===== src/rtl/dispatcher_for_in_req.sv =====
// IN_req receive dispatcher: steers each multi-flit message from the IN_req
// FIFO to exactly one download register (ic, dc or mem), or discards it.
//
// Ports:
//   clk, rst            clock; asynchronous active-low reset
//   IN_req_rdy          FIFO head flit valid
//   IN_req_ctrl[1:0]    head flit ctrl, 2'b11 marks the tail
//   IN_req_dest[1:0]    destination, read on a message's first flit only
//                       (00 ic, 01 dc, 10 mem, 11 illegal)
//   ic/dc/mem_dl_rdy    download register can take a flit
//   ack_IN_req          pop the FIFO this cycle
//   v_ic/dc/mem_dl      write the current flit into that download register
//   select[2:0]         one-hot datapath mux (100 ic, 010 dc, 001 mem)
//   err_dest, err_len   sticky flags: illegal destination / over-length message
module dispatcher_for_in_req #(
    parameter int MAX_FLITS = 11
) (
    input  logic       clk,
    input  logic       rst,
    input  logic       IN_req_rdy,
    input  logic [1:0] IN_req_ctrl,
    input  logic [1:0] IN_req_dest,
    input  logic       ic_dl_rdy,
    input  logic       dc_dl_rdy,
    input  logic       mem_dl_rdy,
    output logic       ack_IN_req,
    output logic       v_ic_dl,
    output logic       v_dc_dl,
    output logic       v_mem_dl,
    output logic [2:0] select,
    output logic       err_dest,
    output logic       err_len
);

    typedef enum logic [4:0] {
        IDLE   = 5'b00001,
        IC_DL  = 5'b00010,
        DC_DL  = 5'b00100,
        MEM_DL = 5'b01000,
        DROP   = 5'b10000
    } state_t;

    localparam logic [4:0] MAX_W = 5'(MAX_FLITS);

    state_t     r_state;
    state_t     w_state_nxt;
    logic [3:0] r_flit_cnt;
    logic [3:0] w_flit_cnt_nxt;
    logic       r_err_dest;
    logic       r_err_len;
    logic       w_err_dest_set;
    logic       w_err_len_set;
    logic       w_ack;
    logic       w_v_ic;
    logic       w_v_dc;
    logic       w_v_mem;
    logic       w_tail;
    logic       w_dl_rdy;
    logic [4:0] w_cnt_inc;

    assign w_tail    = (IN_req_ctrl == 2'b11);
    assign w_cnt_inc = {1'b0, r_flit_cnt} + 5'd1;

    // Only the locked target's rdy matters inside a message.
    assign w_dl_rdy = ((r_state == IC_DL)  && ic_dl_rdy)  ||
                      ((r_state == DC_DL)  && dc_dl_rdy)  ||
                      ((r_state == MEM_DL) && mem_dl_rdy);

    always_comb begin
        w_state_nxt    = r_state;
        w_flit_cnt_nxt = r_flit_cnt;
        w_err_dest_set = 1'b0;
        w_err_len_set  = 1'b0;
        w_ack          = 1'b0;
        w_v_ic         = 1'b0;
        w_v_dc         = 1'b0;
        w_v_mem        = 1'b0;
        unique case (1'b1)
            (r_state == IDLE): begin
                if (IN_req_rdy) begin
                    unique case (IN_req_dest)
                        2'b00: if (ic_dl_rdy) begin
                            w_ack  = 1'b1;
                            w_v_ic = 1'b1;
                            if (!w_tail) begin
                                w_state_nxt    = IC_DL;
                                w_flit_cnt_nxt = 4'd1;
                            end
                        end
                        2'b01: if (dc_dl_rdy) begin
                            w_ack  = 1'b1;
                            w_v_dc = 1'b1;
                            if (!w_tail) begin
                                w_state_nxt    = DC_DL;
                                w_flit_cnt_nxt = 4'd1;
                            end
                        end
                        2'b10: if (mem_dl_rdy) begin
                            w_ack   = 1'b1;
                            w_v_mem = 1'b1;
                            if (!w_tail) begin
                                w_state_nxt    = MEM_DL;
                                w_flit_cnt_nxt = 4'd1;
                            end
                        end
                        default: begin
                            w_ack          = 1'b1;
                            w_err_dest_set = 1'b1;
                            if (!w_tail) begin
                                w_state_nxt = DROP;
                            end
                        end
                    endcase
                end
            end
            (r_state == IC_DL),
            (r_state == DC_DL),
            (r_state == MEM_DL): begin
                if (IN_req_rdy && w_dl_rdy) begin
                    w_ack   = 1'b1;
                    w_v_ic  = (r_state == IC_DL);
                    w_v_dc  = (r_state == DC_DL);
                    w_v_mem = (r_state == MEM_DL);
                    if (w_tail) begin
                        w_state_nxt    = IDLE;
                        w_flit_cnt_nxt = 4'd0;
                    end else if (w_cnt_inc == MAX_W) begin
                        // Limit flit is delivered; the rest is discarded.
                        w_err_len_set = 1'b1;
                        w_state_nxt   = DROP;
                    end else begin
                        w_flit_cnt_nxt = w_cnt_inc[3:0];
                    end
                end
            end
            (r_state == DROP): begin
                if (IN_req_rdy) begin
                    w_ack = 1'b1;
                    if (w_tail) begin
                        w_state_nxt    = IDLE;
                        w_flit_cnt_nxt = 4'd0;
                    end
                end
            end
            default: begin
                w_state_nxt    = IDLE;
                w_flit_cnt_nxt = 4'd0;
            end
        endcase
    end

    always_ff @(posedge clk or negedge rst) begin
        if (!rst) begin
            r_state    <= IDLE;
            r_flit_cnt <= 4'd0;
            r_err_dest <= 1'b0;
            r_err_len  <= 1'b0;
        end else begin
            r_state    <= w_state_nxt;
            r_flit_cnt <= w_flit_cnt_nxt;
            r_err_dest <= r_err_dest | w_err_dest_set;
            r_err_len  <= r_err_len | w_err_len_set;
        end
    end

    // Mealy outputs are gated so nothing leaks out while reset is held.
    assign ack_IN_req = rst & w_ack;
    assign v_ic_dl    = rst & w_v_ic;
    assign v_dc_dl    = rst & w_v_dc;
    assign v_mem_dl   = rst & w_v_mem;
    assign select     = {v_ic_dl, v_dc_dl, v_mem_dl};
    assign err_dest   = r_err_dest;
    assign err_len    = r_err_len;

endmodule


===== config.mk =====
export PLATFORM = sky130hd
export DESIGN_NAME = dispatcher_for_in_req
export DESIGN_NICKNAME = d
export VERILOG_FILES = /design/src/rtl/dispatcher_for_in_req.sv
export SDC_FILE = /design/constraint.sdc
export NUM_CORES = 1
export LEC_CHECK = 0
export BUFFER_PORTS_ARGS = -buffer_cell sky130_fd_sc_hd__buf_2
export CELL_PAD_IN_SITES_DETAIL_PLACEMENT = 1
export CELL_PAD_IN_SITES_GLOBAL_PLACEMENT = 1
export CORE_MARGIN = 2
export CORE_UTILIZATION = 43
export DETAILED_ROUTE_END_ITERATION = 6
export PLACE_DENSITY = 0.83
export SYNTH_ARGS = -nofsm -noshare
export SYNTH_HDL_FRONTEND = slang
export SYNTH_SLANG_ARGS = --single-unit

===== constraint.sdc =====
create_clock -name clk -period 3 [get_ports clk]
set_input_delay 0.15 -clock clk [delete_from_list [all_inputs] [get_ports clk]]
set_output_delay 0.15 -clock clk [all_outputs]
set_load 0.01 [all_outputs]

**Word level (Yosys, flattened, before mapping)**

Cells that the tools add are included.

- Bitwise operators: 6
- Equality and inequality tests: 20
- $add $sub $neg: 1
- Muxes and demuxes: 54
- Reduce and logical (&&, ||, !) cells: 11

Operators by type and width:

| kind | number |
|---|---|
| $mux W5 | 13 |
| $mux W4 | 10 |
| $pmux W5 S3 | 2 |
| $pmux W4 S3 | 2 |
| $mux W1 | 22 |
| $reduce_and A9 Y1 | 2 |
| $ne A3 B3 Y1 const B | 5 |
| $eq A5 B4 Y1 const B | 2 |
| $ne A2 B2 Y1 const B | 5 |
| $pmux W1 S2 | 3 |
| $pmux W1 S3 | 2 |
| $reduce_or A3 Y1 | 2 |
| $add A4 B1 Y5 const B | 1 |
| $eq A5 B1 Y1 const B | 1 |
| $eq A5 B2 Y1 const B | 1 |
| $eq A5 B3 Y1 const B | 1 |
| $eq A5 B5 Y1 const B | 1 |
| $and A1 B1 Y1 | 4 |
| $eq A2 B2 Y1 const B | 2 |
| $logic_and A1 B1 Y1 | 4 |
| $ne A4 B1 Y1 const B | 1 |
| $eq A2 B1 Y1 const B | 1 |
| $logic_not A2 Y1 | 1 |
| $logic_or A1 B1 Y1 | 2 |
| $or A1 B1 Y1 | 2 |

- Output and inout port bits: 9
- Logic and storage cells: 96
- Input port bits: 10
- Bits in registers: 11

**Longest topological paths before layout**

Gate-level depths: netlist of run 1.

- Depth in word-level cells: 8
- Depth in mapped cells: 8

**Worst setup path after synthesis of run 1**

Ideal clock, no wire load.

- Kind: register to register
- From: register r_state[3]
- To: register r_state[4]
- Slack: 1055 ps
- Cell stages (with the launch flop): 8
- Path buffers: 1
- Period minus slack after synthesis: 1945 ps
- Arrival time: 1820 ps
- Data required time: 2875 ps
- Path through: dfrtp_1 > clkbuf_8 > nor3_1 > and2_1 > nand2_1 > o32ai_2 > or2_4 > mux2_4

- Cells in the longest elaborated chain, start to end: 7
- Elaborated cells on any way between the ends: 23

RTL lines:

| item | RTL line | RTL |
|---|---|---|
| from (decl) | 45 | `state_t r_state;` |
| from (signal assigned) | 159 | `r_state <= w_state_nxt;` |
| $eq A5 B2 Y1 or $eq A5 B3 Y1 (tied branches) | - |  |
| $logic_and A1 B1 Y1, on equally long branches | 65, 66 |  |
| $logic_or A1 B1 Y1 | 65 | `assign w_dl_rdy = ((r_state == IC_DL) && ic_dl_rdy) \|\|` |
| $logic_or A1 B1 Y1 | 66 | `((r_state == DC_DL) && dc_dl_rdy) \|\|` |
| $logic_and A1 B1 Y1 | 119 | `if (IN_req_rdy && w_dl_rdy) begin` |
| $ne A2 B2 Y1 (no source line) | - |  |
| $reduce_and A9 Y1 (no source line) | - |  |

Several ways; a longest one is shown, not always the timed one.
A chain may end at the register's enable or synchronous reset.

**Worst setup path after layout of run 1**

Ends and elaborated chain as after synthesis.

==> key figures, run 1 <==
Cells and area
  – Most common cell after layout, fill and taps aside: buf_2
  – Syn-to-layout area delta: 10.64%
  – FILL cells: about 250
  – # diodes: 0
  – FF+latch area: roughly 280 um^2
  – Layout cell share with drive strength beyond 1: 0.2870
  – Final #Nets: 128
  – Area of the multi-input gates: 543.0 um^2
  – Most frequent cells in the layout: 18 x buf_2, 10 x nand2_1, 10 x dfrtp_1, 8 x o21ai_0, 6 x inv_1

Clocking
  – Max Buffers Root-to-Sink: 2
  – Worst-path clk slew: approximately 0.080 ns
  – Post-CTS sizing: 0
  – Skew-Pair Late Insertion Delay: between 0.2 and 0.3 ns
  – Sink Count: 11
  – Clock Tree Root: clkbuf_4
  – H-tree level count: 1
  – Total CTS buffers: 3
  – CTS tree: built

Worst setup path
  – CP startpoint kind: register
  – Worst EP arrival: roughly 2.5 ns
  – WP data required: around 3.2 ns
  – Crit end category: register
  – Crit path max fanout: 10
  – CP Class: reg -> reg

STA
  – Final Hold Fails: 0
  – Fmax: around 0.43 GHz
  – Relative slew slack: 0.5976
  – Worst-Margin Slew: approximately 0.60 ns
  – Min Tclk post-route: 2.350 ns
  – Max-slew violations: 0
  – RSZ-0062 raised after global routing: false
  – Final worst slack: 0.6499 ns
  – Setup TNS: 0 ns
  – Final number of setup-violating endpoints: 0
  – Fin Hold WS: 0.2310 ns
  – Clock skew: around 0.0089 ns
  – Final worst-path cycle share: 0.7834

Detailed routing
  – Drt via density: about 6
  – DRC errors left: 0
  – ANT nets after route: 0
  – Via count: 875
  – WL per Instance: ~19 um
  – DRT Pass-1 Iters: 4
  – Initial DRC Count: 19
  – Final WL: 2645 um

Synthesis
  – Main area contributors after synthesis: dfrtp_1 28%, o21ai_0 4.4%, nand2_1 4.1%
  – Sequential area share after synthesis: 0.3052
  – Mapped Area: 905.9 um^2
  – Post-synth ARST share: 1.000
  – Post-Syn Area per Cell: just over 9 um^2
  – Net Count, Synth: approximately 110
  – Synth Warn #: 0
  – Largest area contributor in the netlist: dfrtp_1
  – Most used DFF post-synth: dfrtp_1
  – Post-synth cell types: 45
  – Post-synth EDFFs: 0
  – Synth top area share: 0.2762
  – Cells after synthesis: 99
  – Number of synthesized register bits: 11

Placed design
  – Placer Congestion: 0.8446
  – DP HPWL: roughly 2000 um
  – DP Worst Slack: around 0.71 ns
  – PortBufs: 18

Die
  – Core Rows: 16
  – Die Area: ~2500 um^2
  – Starting Density: 0.4571
  – Die Y: around 50 um
  – Die Wd: between 40 and 50 um
  – Total core area: roughly 2000 um^2
  – I/O Pins: 19

Power and ir drop
  – VDD IR-drop max: ~0.67 mV
  – Leakage: 0.4484 nW
  – Pwr Density: around 1100 nW/um^2

Global routing
  – Antenna violations before repair: 0
  – Largest net degree at the start of global routing: 13
  – GRT Residual Overflow: 0
  – First-pass GRT wire length: ~4300 um
  – All-Layer GR Usage: 0.2269
  – Vias in the first global route: between 800 and 900

Run status
  – Status: finished, final reports clean

Worst hold path
  – Worst Hold Class: in -> reg

Flow run
  – Maxcap violations: 0
==> per-layer routing <==
layer,global-route usage,wire length [um]
met1,0.2881,1171
met2,0.3778,1286
met3,0.03333,137
met4,0.1019,49
met5,0,0
==> path summary, 6_finish.rpt <==
path / end / cells past startpoint / slack, ns / from
max in group asynchronous: r_state[0] / 2 / 2.43 / rst
worst min-delay path: r_state[1] / 2 / 0.23 / IN_req_dest[0]
worst max register to register: r_state[4] / 6 / 0.65 / r_state[3]
worst max-delay path: r_state[4] / 6 / 0.65 / r_state[3]
worst min register to register: err_len / 1 / 0.48 / err_len
min in group asynchronous: r_state[4] / 2 / 0.29 / rst
==> logic make-up after synthesis <==
kind of cell / after synthesis / share of synthesized area
adders and majority gates: 2 / 0.02762
AOI/OAI and AO/OA: 37 / 0.3301
and+or+nand+nor: 32 / 0.1920
buffers and inverters: 13 / 0.09529
DFF: 11 / 0.3053
xor gates and xnor gates: 1 / 0.009670
muxes: 3 / 0.04005
==> through the flow <==
step	cell area (um^2)	cells	power, W	utilization
floorplan	905.9	99	0.0008267	-
global placement	965.9	137	0.0009495	0.4874
detailed placement	965.9	137	0.0009867	0.4874
CTS	1002	142	0.001096	0.5057
global route	1002	142	0.001177	0.5057
finish	1002	142	0.001100	0.5057
==> report_power, final <==
part / internal, W / switching, W
Combinational: 0.000278 / 0.000420
Sequential: 0.000210 / 0.0000870
Clock: 0.0000515 / 0.0000543
Total: 0.000539 / 0.000561
==> sequential cells by signal, summed over array words and instances, names as in the netlist <==
signal	flops
err_dest	1
r_flit_cnt	4
err_len	1
r_state	5
==> timing repair <==
| item | 4_1_cts | 5_1_grt |
|---|---|---|
| hold buffers | 1 | 0 |
| setup endpoints to repair | 0 | 0 |
| setup buffers | 0 | 0 |
| hold endpoints to repair | 10 | 0 |
==> critical path: stages, from the launching register on <==
cell,delay [ns]
dfrtp_1,0.50
nor3_1,0.42
and2_1,0.28
nand2_1,0.16
o32ai_2,0.37
or2_4,0.23
mux2_4,0.29
==> layout make-up <==
type                    instances  share of cell area
clock buffers                   4             0.02622
inverters                       6             0.02247
multi-input cells              75              0.5418
flip-flops and latches         11              0.2759
well taps                      27             0.03371
repair buffers                 19             0.09988
==> Yosys cell counts, types with 2 or more instances <==
master     n
nand2b_1   2
a31oi_1    2
nand2_1   10
a21oi_1    3
o31ai_1    5
nor2_1     5
dfrtp_1   10
and3_1     3
inv_1      6
o32ai_1    2
o211ai_1   2
buf_4      3
and2_1     2
nand3_1    2
buf_6      2
ha_1       2
o41ai_1    3
o21ai_0    8
Power figures use the tool's default switching activity.
==> run 2: changes to the inputs <==
--- a/config.mk
+++ b/config.mk
@@ -9,9 +9,9 @@
 export CELL_PAD_IN_SITES_DETAIL_PLACEMENT = 1
 export CELL_PAD_IN_SITES_GLOBAL_PLACEMENT = 1
 export CORE_MARGIN = 2
-export CORE_UTILIZATION = 43
+export CORE_UTILIZATION = 40
 export DETAILED_ROUTE_END_ITERATION = 6
-export PLACE_DENSITY = 0.83
+export PLACE_DENSITY = 0.78
 export SYNTH_ARGS = -nofsm -noshare
 export SYNTH_HDL_FRONTEND = slang
 export SYNTH_SLANG_ARGS = --single-unit
==> constraint.sdc (replaced) <==
create_clock -name clk -period 2.31 [get_ports clk]
set_input_delay 0.1155 -clock clk [delete_from_list [all_inputs] [get_ports clk]]
set_output_delay 0.1155 -clock clk [all_outputs]
set_load 0.01 [all_outputs]
==> key figures, run 2 (same netlist as run 1, synthesis figures left out) <==
Detailed routing
  – ANT nets after route: 0 (unchanged)
  – Drt via density: 6.062 (was 6.162)
  – DRT Pass-1 Iters: 4 (unchanged)
  – Initial DRC Count: 11 (was 19)
  – Final WL: 2516 um (was 2645 um)
  – DRC errors left: 0 (unchanged)
  – WL per Instance: 17.23 um (was 18.63 um)
  – Via count: 885 (was 875)

Clocking
  – Clock Tree Root: clkbuf_4 (unchanged)
  – Max Buffers Root-to-Sink: 2 (unchanged)
  – Post CTS Setup Buffer Count: 0 (unchanged)
  – H-tree level count: 1 (unchanged)
  – Skew-Pair Late Insertion Delay: 0.27 ns (about the same)
  – Total CTS buffers: 3 (unchanged)
  – Worst-path clk slew: 0.06 ns (was 0.08 ns)
  – Sink Count: 11 (unchanged)
  – CTS tree: built (unchanged)

Global routing
  – Global Route met2 Usage: 0.3547 (was 0.3778)
  – Vias in the first global route: 870 (was 892)
  – Largest net degree at the start of global routing: 13 (unchanged)
  – Met1 Use GR: 0.2446 (was 0.2881)
  – GRT Residual Overflow: 0 (unchanged)
  – Most Crowded Layer GR: met2 (unchanged)
  – Antenna violations before repair: 0 (unchanged)
  – Met3 usage: 0.04598 (was 0.03333)
  – All-Layer GR Usage: 0.2083 (was 0.2269)
  – First-pass GRT wire length: 4077 um (was 4278 um)

STA
  – Fin Hold WS: 0.1884 ns (was 0.2310 ns)
  – Worst-Margin Slew: 0.3855 ns (was 0.6018 ns)
  – Final number of setup-violating endpoints: 0 (unchanged)
  – Final worst-path cycle share: 0.9364 (was 0.7834)
  – Clock skew: 0.0004777 ns (was 0.008903 ns)
  – Fmax: 0.4623 GHz (was 0.4255 GHz)
  – Min Tclk post-route: 2.163 ns (was 2.350 ns)
  – Relative slew slack: 0.7430 (was 0.5976)
  – Final worst slack: 0.1469 ns (was 0.6499 ns)
  – RSZ-0062 raised after global routing: false (unchanged)
  – Setup TNS: 0 ns (unchanged)
  – Final Hold Fails: 0 (unchanged)
  – Max-slew violations: 0 (unchanged)

Placed design
  – PortBufs: 18 (unchanged)
  – DP HPWL: 1977 um (was 2037 um)
  – Placer Congestion: 0.8474 (was 0.8446)
  – DP Worst Slack: 0.1592 ns (was 0.7059 ns)

Worst hold path
  – Worst Hold Class: in -> reg (unchanged)
  – Hold path endpoint: r_state[1] (unchanged)
  – Hold Crit Depth: 2 (unchanged)
  – HP Start: IN_req_dest[0] (unchanged)

Flow run
  – Maxcap violations: 0 (unchanged)

Die
  – I/O Pins: 19 (unchanged)
  – Die Wd: 51.59 um (was 49.90 um)
  – Die Y: 51.59 um (was 49.90 um)
  – Core Rows: 17 (was 16)
  – Die Area: 2662 um^2 (was 2490 um^2)
  – Starting Density: 0.4175 (was 0.4571)
  – Total core area: 2170 um^2 (was 1982 um^2)

Cells and area
  – Max FFs per register: 5 (unchanged)
  – Biggest register: r_state (unchanged)
  – Biggest registers after layout: r_state (5), r_flit_cnt (4) (unchanged)
  – Most common cell after layout, fill and taps aside: buf_2 (unchanged)
  – Layout cell share with drive strength beyond 1: 0.3220 (was 0.2870)
  – Syn-to-layout area delta: 14.50% (was 10.64%)
  – Most frequent cells in the layout: 18 x buf_2, 10 x nand2_1, 10 x dfrtp_1, 8 x o21ai_0, 6 x inv_1 (unchanged)
  – Final Util: 0.4781 (was 0.5057)
  – # diodes: 0 (unchanged)
  – Final #Nets: 131 (was 128)

Worst setup path
  – CP startpoint kind: register (unchanged)
  – CP Class: reg -> reg (unchanged)
  – Worst reg2reg path depth: 6 (unchanged)
  – Crit path max fanout: 10 (unchanged)
  – Worst reg2reg startpoint: r_state[3] (unchanged)
  – WP data required: 2.47 ns (was 3.17 ns)
  – Worst R2R End: r_state[4] (unchanged)
  – Worst EP arrival: 2.32 ns (was 2.52 ns)
  – Crit end category: register (unchanged)
  – Reg2Reg Setup Slack: 0.15 ns (was 0.65 ns)

Power and ir drop
  – VDD IR-drop max: 0.6039 mV (was 0.6710 mV)
  – Pwr Density: 1413 nW/um^2 (was 1097 nW/um^2)
  – Leakage: 0.4652 nW (was 0.4484 nW)

Run status
  – Status: finished, final reports clean (unchanged)
-- run 2: cell count changes in the layout (fill, tap and decap cells not counted) --
| cell | before | now |
|---|---|---|
| o221ai_1 | 1 | 0 |
| nor3_2 | 0 | 1 |
| buf_4 | 0 | 3 |
| nor3_1 | 1 | 0 |
| o221ai_2 | 0 | 1 |
-- run 2: final cells by class --
class | instances | area, um^2
clock buffers | 4 | 26.28
inverters | 6 | 22.52
well taps | 28 | 35.03
flip-flops and latches | 11 | 276.5
repair buffers | 22 | 122.6
multi-input cells | 75 | 554.3
fillers | 274 | 1132
-- run 2: where the power goes --
group | switching (W) | total, W | leakage (nW) | internal (W)
clock | 0.0000612 | 0.000128 | 0.0150 | 0.0000669
sequential | 0.000111 | 0.000383 | 0.142 | 0.000273
combinational | 0.000566 | 0.000954 | 0.308 | 0.000388
-- run 2: per-stage QoR --
step | instance area, um^2 | total power (W) | instances
3_3_place_gp | 989.7 | 0.001261 | 141
2_1_floorplan | 905.9 | 0.001074 | 99
5_1_grt | 1037 | 0.001591 | 146
6_report | 1037 | 0.001466 | 146
4_1_cts | 1026 | 0.001429 | 146
3_5_place_dp | 989.7 | 0.001291 | 141
-- run 2: how the worst max path moves through the flow --
| stage | startpoint | endpoint | slack (ns) |
|---|---|---|---|
| 2_1_floorplan | r_state[3] | r_state[4] | 0.37 |
| 3_3_place_gp | r_state[3] | r_flit_cnt[2] | 0.22 |
| 3_5_place_dp | r_state[3] | r_state[4] | 0.16 |
| 4_1_cts | r_state[3] | r_state[4] | 0.14 |
| 5_1_grt | r_state[3] | r_state[4] | 0.01 |
| 6_report | r_state[3] | r_state[4] | 0.15 |
-- run 2: repair_timing --
item,in CTS,in global routing
hold buffers,1,0
gates resized for setup,0,2
setup endpoints to repair,0,4
endpoints found under the hold margin,11,0
-- run 2: critical path, stage by stage (launching register included) --
cell	delay [ns]
dfrtp_1	0.49
nor3_2	0.28
and2_1	0.26
nand2_1	0.14
o32ai_2	0.36
or2_4	0.22
mux2_4	0.30
-- run 2: routing by layer --
layer,vias to the layer above,routed length (um)
li1,415,-
met3,5,103
met4,0,46
met5,-,0
met2,17,1303
met1,448,1062
==> run 3: changes to the inputs <==
==> constraint.sdc (replaced) <==
create_clock -name clk -period 2.31 [get_ports clk]
set_input_delay 0.231 -clock clk [delete_from_list [all_inputs] [get_ports clk]]
set_output_delay 0.231 -clock clk [all_outputs]
set_load 0.01 [all_outputs]
==> key figures, run 3 (same netlist as run 1, synthesis figures left out) <==
Clocking
  – Max Buffers Root-to-Sink: 2 (unchanged)
  – H-tree level count: 1 (unchanged)
  – Skew-Pair Late Insertion Delay: 0.27 ns (about the same)
  – Total CTS buffers: 3 (unchanged)
  – Sink Count: 11 (unchanged)
  – Post CTS Setup Buffer Count: 0 (unchanged)
  – Clock Tree Root: clkbuf_4 (unchanged)
  – Post-CTS sizing: 0 (unchanged)
  – CTS tree: built (unchanged)
  – Worst-path clk slew: 0.06 ns (about the same)

Cells and area
  – # diodes: 0 (unchanged)
  – Biggest register: r_state (unchanged)
  – Layout cell share with drive strength beyond 1: 0.3051 (was 0.3220)
  – Max FFs per register: 5 (unchanged)
  – Most common cell after layout, fill and taps aside: buf_2 (unchanged)
  – FILL cells: 275 (was 274)
  – Syn-to-layout area delta: 13.26% (was 14.50%)
  – Final #Nets: 131 (unchanged)
  – Biggest registers after layout: r_state (5), r_flit_cnt (4) (unchanged)
  – Most frequent cells in the layout: 18 x buf_2, 10 x nand2_1, 10 x dfrtp_1, 8 x o21ai_0, 6 x inv_1 (unchanged)
  – Final Util: 0.4729 (was 0.4781)
  – Post-route cell area: 1026 um^2 (was 1037 um^2)

Worst setup path
  – Worst reg2reg startpoint: r_state[3] (unchanged)
  – Reg2Reg Setup Slack: 0.09 ns (was 0.15 ns)
  – Crit path max fanout: 10 (unchanged)
  – Worst Path Buf+Inv: 0 (unchanged)
  – CP Cell Sequence: nor3_1, and2_1, nand2_1, o32ai_2, or2_4, mux2_4 (was nor3_2, and2_1, nand2_1, o32ai_2, or2_4, mux2_4)
  – Crit-path max cell delay: 0.48 ns (was 0.49 ns)
  – Worst R2R End: r_state[4] (unchanged)
  – Worst reg2reg path depth: 6 (unchanged)
  – Worst EP arrival: 2.38 ns (was 2.32 ns)
  – Critical path's slowest cell: dfrtp_1 (unchanged)
  – WP data required: 2.47 ns (about the same)
  – CP Class: reg -> reg (unchanged)
  – CP startpoint kind: register (unchanged)
  – Crit end category: register (unchanged)
  – Critical path's top delay family: simple AND/OR/NAND/NOR gates (unchanged)

Die
  – I/O Pins: 19 (unchanged)
  – Total core area: 2170 um^2 (unchanged)
  – Die Wd: 51.59 um (unchanged)
  – Die Y: 51.59 um (unchanged)
  – Core Rows: 17 (unchanged)
  – Starting Density: 0.4175 (unchanged)
  – Die Area: 2662 um^2 (unchanged)

Power and ir drop
  – Leakage: 0.4629 nW (was 0.4652 nW)
  – Sw Share: 0.4998 (was 0.5032)
  – Combinational share of power: 0.644 (was 0.651)
  – VDD IR-drop max: 0.7064 mV (was 0.6039 mV)
  – Power share of the clock group: 0.091 (was 0.087)
  – Pwr Density: 1389 nW/um^2 (was 1413 nW/um^2)
  – Pint: 0.0007130 W (was 0.0007281 W)
  – NetSw: 0.0007123 W (was 0.0007375 W)
  – Reg power frac: 0.266 (was 0.261)

Global routing
  – First-pass GRT wire length: 4077 um (unchanged)
  – Vias in the first global route: 870 (unchanged)
  – GRT Residual Overflow: 0 (unchanged)
  – Largest net degree at the start of global routing: 13 (unchanged)
  – All-Layer GR Usage: 0.2083 (unchanged)
  – Antenna violations before repair: 0 (unchanged)

Worst hold path
  – Hold path endpoint: r_state[1] (unchanged)
  – Worst Hold Class: in -> reg (unchanged)
  – Hold Crit Depth: 2 (unchanged)
  – HP Start: IN_req_dest[0] (unchanged)

Run status
  – Status: finished, final reports clean (unchanged)

Detailed routing
  – DRT Pass-1 Iters: 4 (unchanged)
  – Via count: 867 (was 885)
  – WL per Instance: 17.03 um (was 17.23 um)
  – Initial DRC Count: 8 (was 11)
  – Final WL: 2486 um (was 2516 um)
  – DRC errors left: 0 (unchanged)
  – Drt via density: 5.938 (was 6.062)
  – ANT nets after route: 0 (unchanged)

STA
  – Clock skew: 0.002420 ns (was 0.0004777 ns)
  – Worst-Margin Slew: 0.6184 ns (was 0.3855 ns)
  – Max-slew violations: 0 (unchanged)
  – Min Tclk post-route: 2.222 ns (was 2.163 ns)
  – Final Hold Fails: 0 (unchanged)
  – Fmax: 0.4501 GHz (was 0.4623 GHz)
  – Relative slew slack: 0.5877 (was 0.7430)
  – RSZ-0062 raised after global routing: true (was false)
  – Final number of setup-violating endpoints: 0 (unchanged)
  – Final worst slack: 0.08830 ns (was 0.1469 ns)
  – Final worst-path cycle share: 0.9618 (was 0.9364)

Placed design
  – PortBufs: 18 (unchanged)
  – DP Worst Slack: 0.1592 ns (unchanged)
  – Placer Congestion: 0.8474 (unchanged)
  – DP HPWL: 1977 um (unchanged)
  – DP Area: 989.7 um^2 (unchanged)

Flow run
  – Maxcap violations: 0 (unchanged)
-- run 3: per-stage QoR --
| stage | std cells | hold WS [ns] | setup TNS (ns) | total power, W |
|---|---|---|---|---|
| 4_1_cts | 146 | 0.2956 | 0 | 0.001429 |
| 5_1_grt | 146 | 0.3041 | -0.5338 | 0.001553 |
| 6_report | 146 | 0.3019 | 0 | 0.001425 |
| 2_1_floorplan | 99 | -0.06459 | 0 | 0.001074 |
| 3_3_place_gp | 141 | 0.1199 | 0 | 0.001261 |
| 3_5_place_dp | 141 | 0.1276 | 0 | 0.001291 |
-- run 3: area by class of cell --
class / instances / area [um^2] / area share
Sequential cell: 11 / 276.5 / 0.2695
Multi-Input combinational cell: 75 / 543.0 / 0.5293
Timing Repair Buffer: 22 / 122.6 / 0.1195
Tap cell: 28 / 35.03 / 0.03415
Clock buffer: 4 / 26.28 / 0.02561
Inverter: 6 / 22.52 / 0.02195
-- run 3: worst max-delay path by stage --
stage	start	end	slack (ns)	depth (start not counted)
after global placement	r_state[3]	r_flit_cnt[2]	0.22	6
after global routing	r_state[3]	v_dc_dl	-0.09	6
final	r_state[3]	r_state[4]	0.09	6
after CTS	r_state[3]	select[1]	0.11	6
after detailed placement	r_state[3]	r_state[4]	0.16	6
after floorplan	r_state[3]	r_state[4]	0.37	7
-- run 3: repair_timing --
action                     4_1_cts  5_1_grt
hold endpoints to repair        10        0
hold buffers                     1        0
setup endpoints to repair        0       10
-- run 3: power groups by stage --
stage          Clock, W  Sequential [W]  Combinational, W
3_5_place_dp          0        0.000380          0.000911
5_1_grt        0.000145        0.000393           0.00102
2_1_floorplan         0        0.000328          0.000746
4_1_cts        0.000134        0.000377          0.000918
6_report       0.000129        0.000379          0.000917
3_3_place_gp          0        0.000375          0.000886
-- run 3: per-layer routing --
metal  GRT usage  wire length (um)  vias up
met5           0                 0        -
met4      0.1053                60        0
met3     0.04598               131        7
met2      0.3547              1219       22
met1      0.2446              1075      425
li1            -                 -      413
